### config.mk
export PLATFORM = sky130hd
export DESIGN_NAME = dtc_cmd_tx_flat
export DESIGN_NICKNAME = d
export VERILOG_FILES = /design/src/rtl/dtc_cmd_if.sv /design/src/rtl/dtc_cmd_tx.sv /design/src/flat_wrapper.sv
export SDC_FILE = /design/constraint.sdc
export NUM_CORES = 1
export LEC_CHECK = 0
export ABC_CLOCK_PERIOD_IN_PS = 2800
export CORE_MARGIN = 5
export CORE_UTILIZATION = 45
export CTS_CLUSTER_DIAMETER = 60
export CTS_CLUSTER_SIZE = 40
export DETAILED_ROUTE_END_ITERATION = 12
export GPL_TIMING_DRIVEN = 0
export PLACE_DENSITY_LB_ADDON = 0.1
export SYNTH_ARGS = -nofsm -noshare
export SYNTH_HDL_FRONTEND = slang
export SYNTH_SLANG_ARGS = --single-unit
### constraint.sdc
create_clock -name dtc_clk -period 2.8 [get_ports dtc_clk]
set_clock_uncertainty 0.15 [all_clocks]
set_input_delay 0.7 -clock dtc_clk [delete_from_list [all_inputs] [get_ports dtc_clk]]
set_output_delay 0.7 -clock dtc_clk [all_outputs]
set_load 0.005 [all_outputs]
### src/rtl/dtc_cmd_if.sv
// Register-access command bus into the DTC command transmitter.
// The bus master drives the command fields and the transmitter returns cmd_ready.
interface dtc_cmd_if;
  logic        cmd_valid;
  logic        cmd_ready;
  logic        cmd_write;
  logic [31:0] cmd_address;
  logic [31:0] cmd_data;

  modport master (
    output cmd_valid,
    output cmd_write,
    output cmd_address,
    output cmd_data,
    input  cmd_ready
  );

  modport slave (
    input  cmd_valid,
    input  cmd_write,
    input  cmd_address,
    input  cmd_data,
    output cmd_ready
  );
endinterface

### src/rtl/dtc_cmd_tx.sv
// Serialises trigger, control and register-access commands onto the single-wire
// DTC command line as MSB-first frames: start bit, 4-bit code, optional payload.
module dtc_cmd_tx (
  input  logic     dtc_clk,
  input  logic     rst,
  input  logic     trig_l0,
  input  logic     trig_l1,
  input  logic     rstcmd,
  input  logic     rdocmd,
  input  logic     streq,
  dtc_cmd_if.slave cmd,
  output logic     dtc_trig,
  output logic     busy,
  output logic     overrun
);

  localparam int FRAME_W = 69;

  typedef enum logic [1:0] {IDLE, SEND, GAP} state_t;

  state_t               state;
  logic [4:0]           pend;
  logic [FRAME_W-1:0]   sreg;
  logic [6:0]           bit_cnt;
  logic [6:0]           frame_len;
  logic                 gap_cnt;

  logic [4:0]           req;
  logic [4:0]           eff;
  logic [4:0]           sel;
  logic [4:0]           pend_nxt;
  logic                 cmd_accept;
  logic                 load;
  logic [FRAME_W-1:0]   frame_nxt;
  logic [6:0]           len_nxt;

  // Bit order of the request vectors is also the priority order, MSB highest.
  function automatic logic [4:0] pick(input logic [4:0] e);
    if (e[4])      return 5'b10000;
    else if (e[3]) return 5'b01000;
    else if (e[2]) return 5'b00100;
    else if (e[1]) return 5'b00010;
    else if (e[0]) return 5'b00001;
    else           return 5'b00000;
  endfunction

  function automatic logic [3:0] code_of(input logic [4:0] s);
    if (s[4])      return 4'b0001;
    else if (s[3]) return 4'b0010;
    else if (s[2]) return 4'b0100;
    else if (s[1]) return 4'b0011;
    else           return 4'b0101;
  endfunction

  assign req = {trig_l0, trig_l1, rstcmd, rdocmd, streq};
  assign eff = pend | req;
  assign sel = (state == IDLE) ? pick(eff) : 5'b00000;

  // A selected flag survives only if a fresh pulse lands in the same cycle.
  assign pend_nxt = (eff & ~sel) | (sel & pend & req);

  assign cmd.cmd_ready = ~rst & (state == IDLE) & ~(|pend) & ~(|req);
  assign cmd_accept    = cmd.cmd_valid & cmd.cmd_ready;
  assign load          = (|sel) | cmd_accept;

  assign overrun = ~rst & (|(req & pend & ~sel));
  assign busy    = ~rst & ((state != IDLE) | (|pend));

  always_comb begin
    frame_nxt = '0;
    len_nxt   = 7'd0;
    if (|sel) begin
      frame_nxt = {1'b1, code_of(sel), 64'd0};
      len_nxt   = 7'd5;
    end else if (cmd.cmd_write) begin
      frame_nxt = {1'b1, 4'b1000, cmd.cmd_address, cmd.cmd_data};
      len_nxt   = 7'd69;
    end else begin
      frame_nxt = {1'b1, 4'b1001, cmd.cmd_address, 32'd0};
      len_nxt   = 7'd37;
    end
  end

  always_ff @(posedge dtc_clk) begin
    if (rst) begin
      state     <= IDLE;
      pend      <= '0;
      sreg      <= '0;
      bit_cnt   <= '0;
      frame_len <= '0;
      gap_cnt   <= 1'b0;
      dtc_trig  <= 1'b0;
    end else begin
      pend <= pend_nxt;
      case (state)
        IDLE: begin
          dtc_trig <= 1'b0;
          if (load) begin
            dtc_trig  <= frame_nxt[FRAME_W-1];
            sreg      <= {frame_nxt[FRAME_W-2:0], 1'b0};
            frame_len <= len_nxt;
            bit_cnt   <= 7'd1;
            state     <= SEND;
          end
        end
        // bit_cnt counts bits already on the line, so the frame ends once it hits frame_len.
        SEND: begin
          if (bit_cnt == frame_len) begin
            dtc_trig <= 1'b0;
            bit_cnt  <= 7'd0;
            gap_cnt  <= 1'b0;
            state    <= GAP;
          end else begin
            dtc_trig <= sreg[FRAME_W-1];
            sreg     <= {sreg[FRAME_W-2:0], 1'b0};
            bit_cnt  <= bit_cnt + 7'd1;
          end
        end
        GAP: begin
          dtc_trig <= 1'b0;
          if (gap_cnt) state <= IDLE;
          else         gap_cnt <= 1'b1;
        end
        default: begin
          dtc_trig <= 1'b0;
          state    <= IDLE;
        end
      endcase
    end
  end

endmodule
### src/flat_wrapper.sv
// flat-port wrapper written by rule: the top's interface ports become plain ports
module dtc_cmd_tx_flat 
  (dtc_clk, rst, trig_l0, trig_l1, rstcmd, rdocmd, streq, dtc_trig, busy, overrun, cmd_cmd_valid, cmd_cmd_write, cmd_cmd_address, cmd_cmd_data, cmd_cmd_ready);
  dtc_cmd_if cmd_i ();
  input  logic dtc_clk;
  input  logic rst;
  input  logic trig_l0;
  input  logic trig_l1;
  input  logic rstcmd;
  input  logic rdocmd;
  input  logic streq;
  output logic dtc_trig;
  output logic busy;
  output logic overrun;
  input wire logic [$bits(cmd_i.cmd_valid)-1:0] cmd_cmd_valid;
  input wire logic [$bits(cmd_i.cmd_write)-1:0] cmd_cmd_write;
  input wire logic [$bits(cmd_i.cmd_address)-1:0] cmd_cmd_address;
  input wire logic [$bits(cmd_i.cmd_data)-1:0] cmd_cmd_data;
  output wire logic [$bits(cmd_i.cmd_ready)-1:0] cmd_cmd_ready;
  assign cmd_i.cmd_valid = cmd_cmd_valid;
  assign cmd_i.cmd_write = cmd_cmd_write;
  assign cmd_i.cmd_address = cmd_cmd_address;
  assign cmd_i.cmd_data = cmd_cmd_data;
  assign cmd_cmd_ready = cmd_i.cmd_ready;
  dtc_cmd_tx u_core (.dtc_clk(dtc_clk), .rst(rst), .trig_l0(trig_l0), .trig_l1(trig_l1), .rstcmd(rstcmd), .rdocmd(rdocmd), .streq(streq), .cmd(cmd_i), .dtc_trig(dtc_trig), .busy(busy), .overrun(overrun));
endmodule
==> qor.txt <==
STATUS
--------------------------------------------------------------------------------------
Run status .............................................................. finished clean

ROUTE
--------------------------------------------------------------------------------------
Ratio of routed vias to standard cells ..................................        5.823
Detail-routed net length per standard cell ..............................     17.09 um
Initial DRC count .......................................................          245
Iteration count of the initial detailed-routing pass ....................            4
Total number of vias ....................................................         4216
Drt drc .................................................................            0
DRT antenna net count ...................................................            0
DRT Wirelength ..........................................................     12370 um

MIN PATH
--------------------------------------------------------------------------------------
Hold path cells .........................................................            2
Hold/Removal Path Class .................................................      reg2reg

DIE
--------------------------------------------------------------------------------------
Die outline height ......................................................     111.3 um
Cell row count ..........................................................           37
Starting density of the core ............................................       0.4538
Area of the die .........................................................   12400 um^2
Core footprint ..........................................................   10180 um^2
I/O pin count ...........................................................           77
Width of the chip .......................................................     111.3 um

CLOCKING
--------------------------------------------------------------------------------------
CTS H-tree lvls .........................................................            3
Clock slew at the register clock pins of the worst setup and hold paths .      0.08 ns
Largest buffer count on any clock path ..................................            2
Worst-skew pair later-pin latency .......................................      0.36 ns
Total clock buffers created by CTS ......................................            9
Total clock sinks .......................................................           87
Clock tree from TritonCTS ...............................................         done
CTS hold repair buffers .................................................            0
Clock root cell .........................................................     clkbuf_8

SETUP PATH
--------------------------------------------------------------------------------------
Biggest fanout along the worst timing path ..............................           10
Critical path required time .............................................      2.94 ns
Critical Path Sink Type .................................................         flop
Arrival @ worst endpoint ................................................      2.91 ns
Worst r2r path cells ....................................................            8
Critical path start-end classification ..................................       in2reg
Setup crit start kind ................................................... primary input

GRT
--------------------------------------------------------------------------------------
Pin count of the biggest net entering global routing ....................           15
Global-route wire length before repair ..................................     21140 um
Total congestion overflow ...............................................            0
GRT Total Usage .........................................................       0.2020
Vias in the first global route ..........................................         4302
Number of antenna violations at the first check in global routing .......            0

PWR
--------------------------------------------------------------------------------------
Int Power ...............................................................     2.709 mW
PwrDens ................................................................. 750.6 nW/um^2
Fraction of power consumed by the clock network .........................        0.201
Switching fraction of total power .......................................       0.3889
Net Switching ...........................................................     1.724 mW
Maximum VDD drop ........................................................    0.4718 mV
Power share of the sequential group .....................................        0.381
Static Leakage ..........................................................     1.952 nW
Combinational group share of total power ................................        0.418

PLACEMENT
--------------------------------------------------------------------------------------
Final RePlAce weighted congestion .......................................       0.7729
Count of buffers inserted at the top-level ports ........................           73
HPWL after detailed placement ...........................................      8447 um

YOSYS
--------------------------------------------------------------------------------------
Synthesis Warnings ......................................................            0
Synth Cell Area .........................................................    4622 um^2
Largest area contributor in the synthesized netlist .....................      dfxtp_1
Dominant register cell in the synthesized netlist .......................      dfxtp_1
Post-synthesis average cell area ........................................   9.356 um^2
Number of distinct standard cells referenced by the synthesized netlist .           52
Ys async rst share ......................................................            0
Gate count after technology mapping .....................................          494
Number of enable flip-flop cells after synthesis ........................            0
Net count after synthesis ...............................................          568
Synth Register Bits .....................................................           87
Top cells by area, synth ................................................ dfxtp_1 38%, a311oi_2 10%, a21oi_4 7.0%
Share of the synthesized area in the top cell type ......................       0.3768
Sequential area share after synthesis ...................................       0.3768

STA
--------------------------------------------------------------------------------------
Maximum clock frequency .................................................    360.7 MHz
Total of endpoints with negative setup slack in the final report ........            0
Worst slew pin tran .....................................................    0.9507 ns
Hold violation total from the final report ..............................            0
Time the final worst path needs with I/O delays and setup ...............     2.772 ns
Worst hold margin .......................................................    0.3116 ns
Fin crit share ..........................................................       0.9902
Worst rel slew slack ....................................................       0.3624
Number of slew-limit violations in the final report .....................            0
RSZ-0062 raised after global routing ....................................          yes

LAYOUT
--------------------------------------------------------------------------------------
Nets ....................................................................          657
Fraction of final layout cells with drive strength greater than 1 .......       0.2211
Count of inserted antenna diode cells ...................................            0
Core occupancy in the finished layout ...................................       0.5799
Area growth from synthesis to layout ....................................       27.77%

RUN
--------------------------------------------------------------------------------------
Number of maximum-capacitance constraint violations .....................            0

[synth_stat cells (all sizes together), types with 7 or more instances]
| master | instances |
|---|---|
| a311oi | 32 |
| nand3 | 36 |
| o31ai | 33 |
| nor2 | 14 |
| clkbuf | 42 |
| buf | 13 |
| a22oi | 32 |
| nor3 | 41 |
| nand2 | 47 |
| dfxtp | 87 |
| a211oi | 7 |
| o21ai | 11 |
| a21oi | 48 |
[cell families after synthesis]
group,after synthesis,synth area share
compound gates,178,0.3698
simple gates,165,0.1738
flops,87,0.3768
buf+inv,59,0.06903
xor+xnor,3,0.005686
mux,1,0.002166
fa+ha+maj,1,0.002707
[power by group through the flow]
stage / Clock (mW) / Sequential [mW] / Combinational, mW
after floorplan: 0 / 1.65 / 1.35
after global placement: 0 / 1.68 / 1.73
after detailed placement: 0 / 1.69 / 1.77
after CTS: 0.919 / 1.68 / 1.82
after global routing: 0.954 / 1.72 / 2.02
final: 0.890 / 1.69 / 1.85
[cells in the final DEF, fill, tap and decap left out, types with 3 or more instances in the layout]
| master | netlist | final |
|---|---|---|
| dfxtp_1 | 87 | 84 |
| nor3_1 | 41 | 37 |
| nor3_2 | 0 | 4 |
| a22oi_1 | 32 | 32 |
| xor2_1 | 3 | 3 |
| nor2_1 | 14 | 13 |
| a21oi_1 | 28 | 27 |
| a211oi_1 | 3 | 3 |
| o31ai_1 | 32 | 26 |
| nor4_4 | 0 | 3 |
| clkbuf_2 | 0 | 11 |
| o21ai_1 | 6 | 6 |
| nand3_1 | 36 | 36 |
| buf_6 | 6 | 7 |
| buf_4 | 0 | 6 |
| a211oi_2 | 4 | 4 |
| or4_4 | 1 | 3 |
| nand2_1 | 47 | 45 |
| a311oi_2 | 32 | 32 |
| buf_12 | 3 | 3 |
| o21ai_0 | 4 | 4 |
| clkbuf_8 | 0 | 10 |
| or3_1 | 4 | 4 |
| dlygate4sd2_1 | 0 | 4 |
| a21oi_4 | 20 | 20 |
| clkbuf_1 | 42 | 30 |
| o31ai_2 | 0 | 6 |
| and3_1 | 4 | 4 |
| or2_1 | 3 | 3 |
| clkdlybuf4s50_1 | 0 | 67 |
| clkinv_2 | 0 | 3 |
[path summary, 6_finish.rpt]
| kind | start | end | slack (ns) |
|---|---|---|---|
| worst max register to register | u_core.pend[3] | u_core.sreg[30] | 0.17 |
| worst min-delay path | u_core.sreg[1] | u_core.sreg[1] | 0.31 |
| worst max-delay path | rdocmd | u_core.sreg[18] | 0.03 |
| worst min register to register | u_core.sreg[1] | u_core.sreg[1] | 0.31 |
[what timing repair did]
| action | in CTS | in global routing |
|---|---|---|
| buffers inserted | 4 | 2 |
| pin swaps | 7 | 1 |
| gates resized for setup | 33 | 23 |
| cloned | 1 | 0 |
| endpoints found under the setup margin | 81 | 75 |
[flip-flops by register name (all words and copies together), names as in the netlist]
signal	count
u_core.bit_cnt	7
u_core.gap_cnt	1
u_core.pend	5
u_core.dtc_trig	1
u_core.state	2
u_core.frame_len	3
u_core.sreg	68
[area by class of cell]
class,instances,area [um^2]
timing repair buffer,79,769.5
multi-input combinational,349,2691
sequential,87,1750
fill,931,4279
clock inverter,4,45.04
clock buffer,12,145.1
buffer,53,319.1
tap,136,170.2
inverter,4,15.01
[through the flow]
stage / setup WS, ns / power (mW) / std cells / area [um^2] / setup TNS [ns]
5_1_grt: -0.04564 / 4.696 / 724 / 5906 / -0.1134
3_3_place_gp: -0.7773 / 3.414 / 703 / 5535 / -55.03
6_report: 0.02754 / 4.433 / 724 / 5906 / 0
4_1_cts: -0.03230 / 4.415 / 722 / 5841 / -0.03230
2_1_floorplan: 0.01674 / 3.002 / 494 / 4634 / 0
3_5_place_dp: -0.7778 / 3.458 / 703 / 5535 / -54.56
[critical path: stages]
cell and delay, ns:
dlygate4sd2_1 0.31, or4_4 0.62, o31ai_4 0.29, o21ai_4 0.16, or2_1 0.26, buf_6 0.14
buf_12 0.15, buf_12 0.16, a21oi_4 0.12
[layer usage]
layer / vias up / part of all wire / track usage
li1: 2065 / - / -
met3: 11 / 0.032 / 0.05054
met4: 0 / 0.012 / 0.04217
met2: 79 / 0.49 / 0.3305
met1: 2061 / 0.47 / 0.2719
met5: - / 0 / 0
Power figures use the tool's default switching activity.
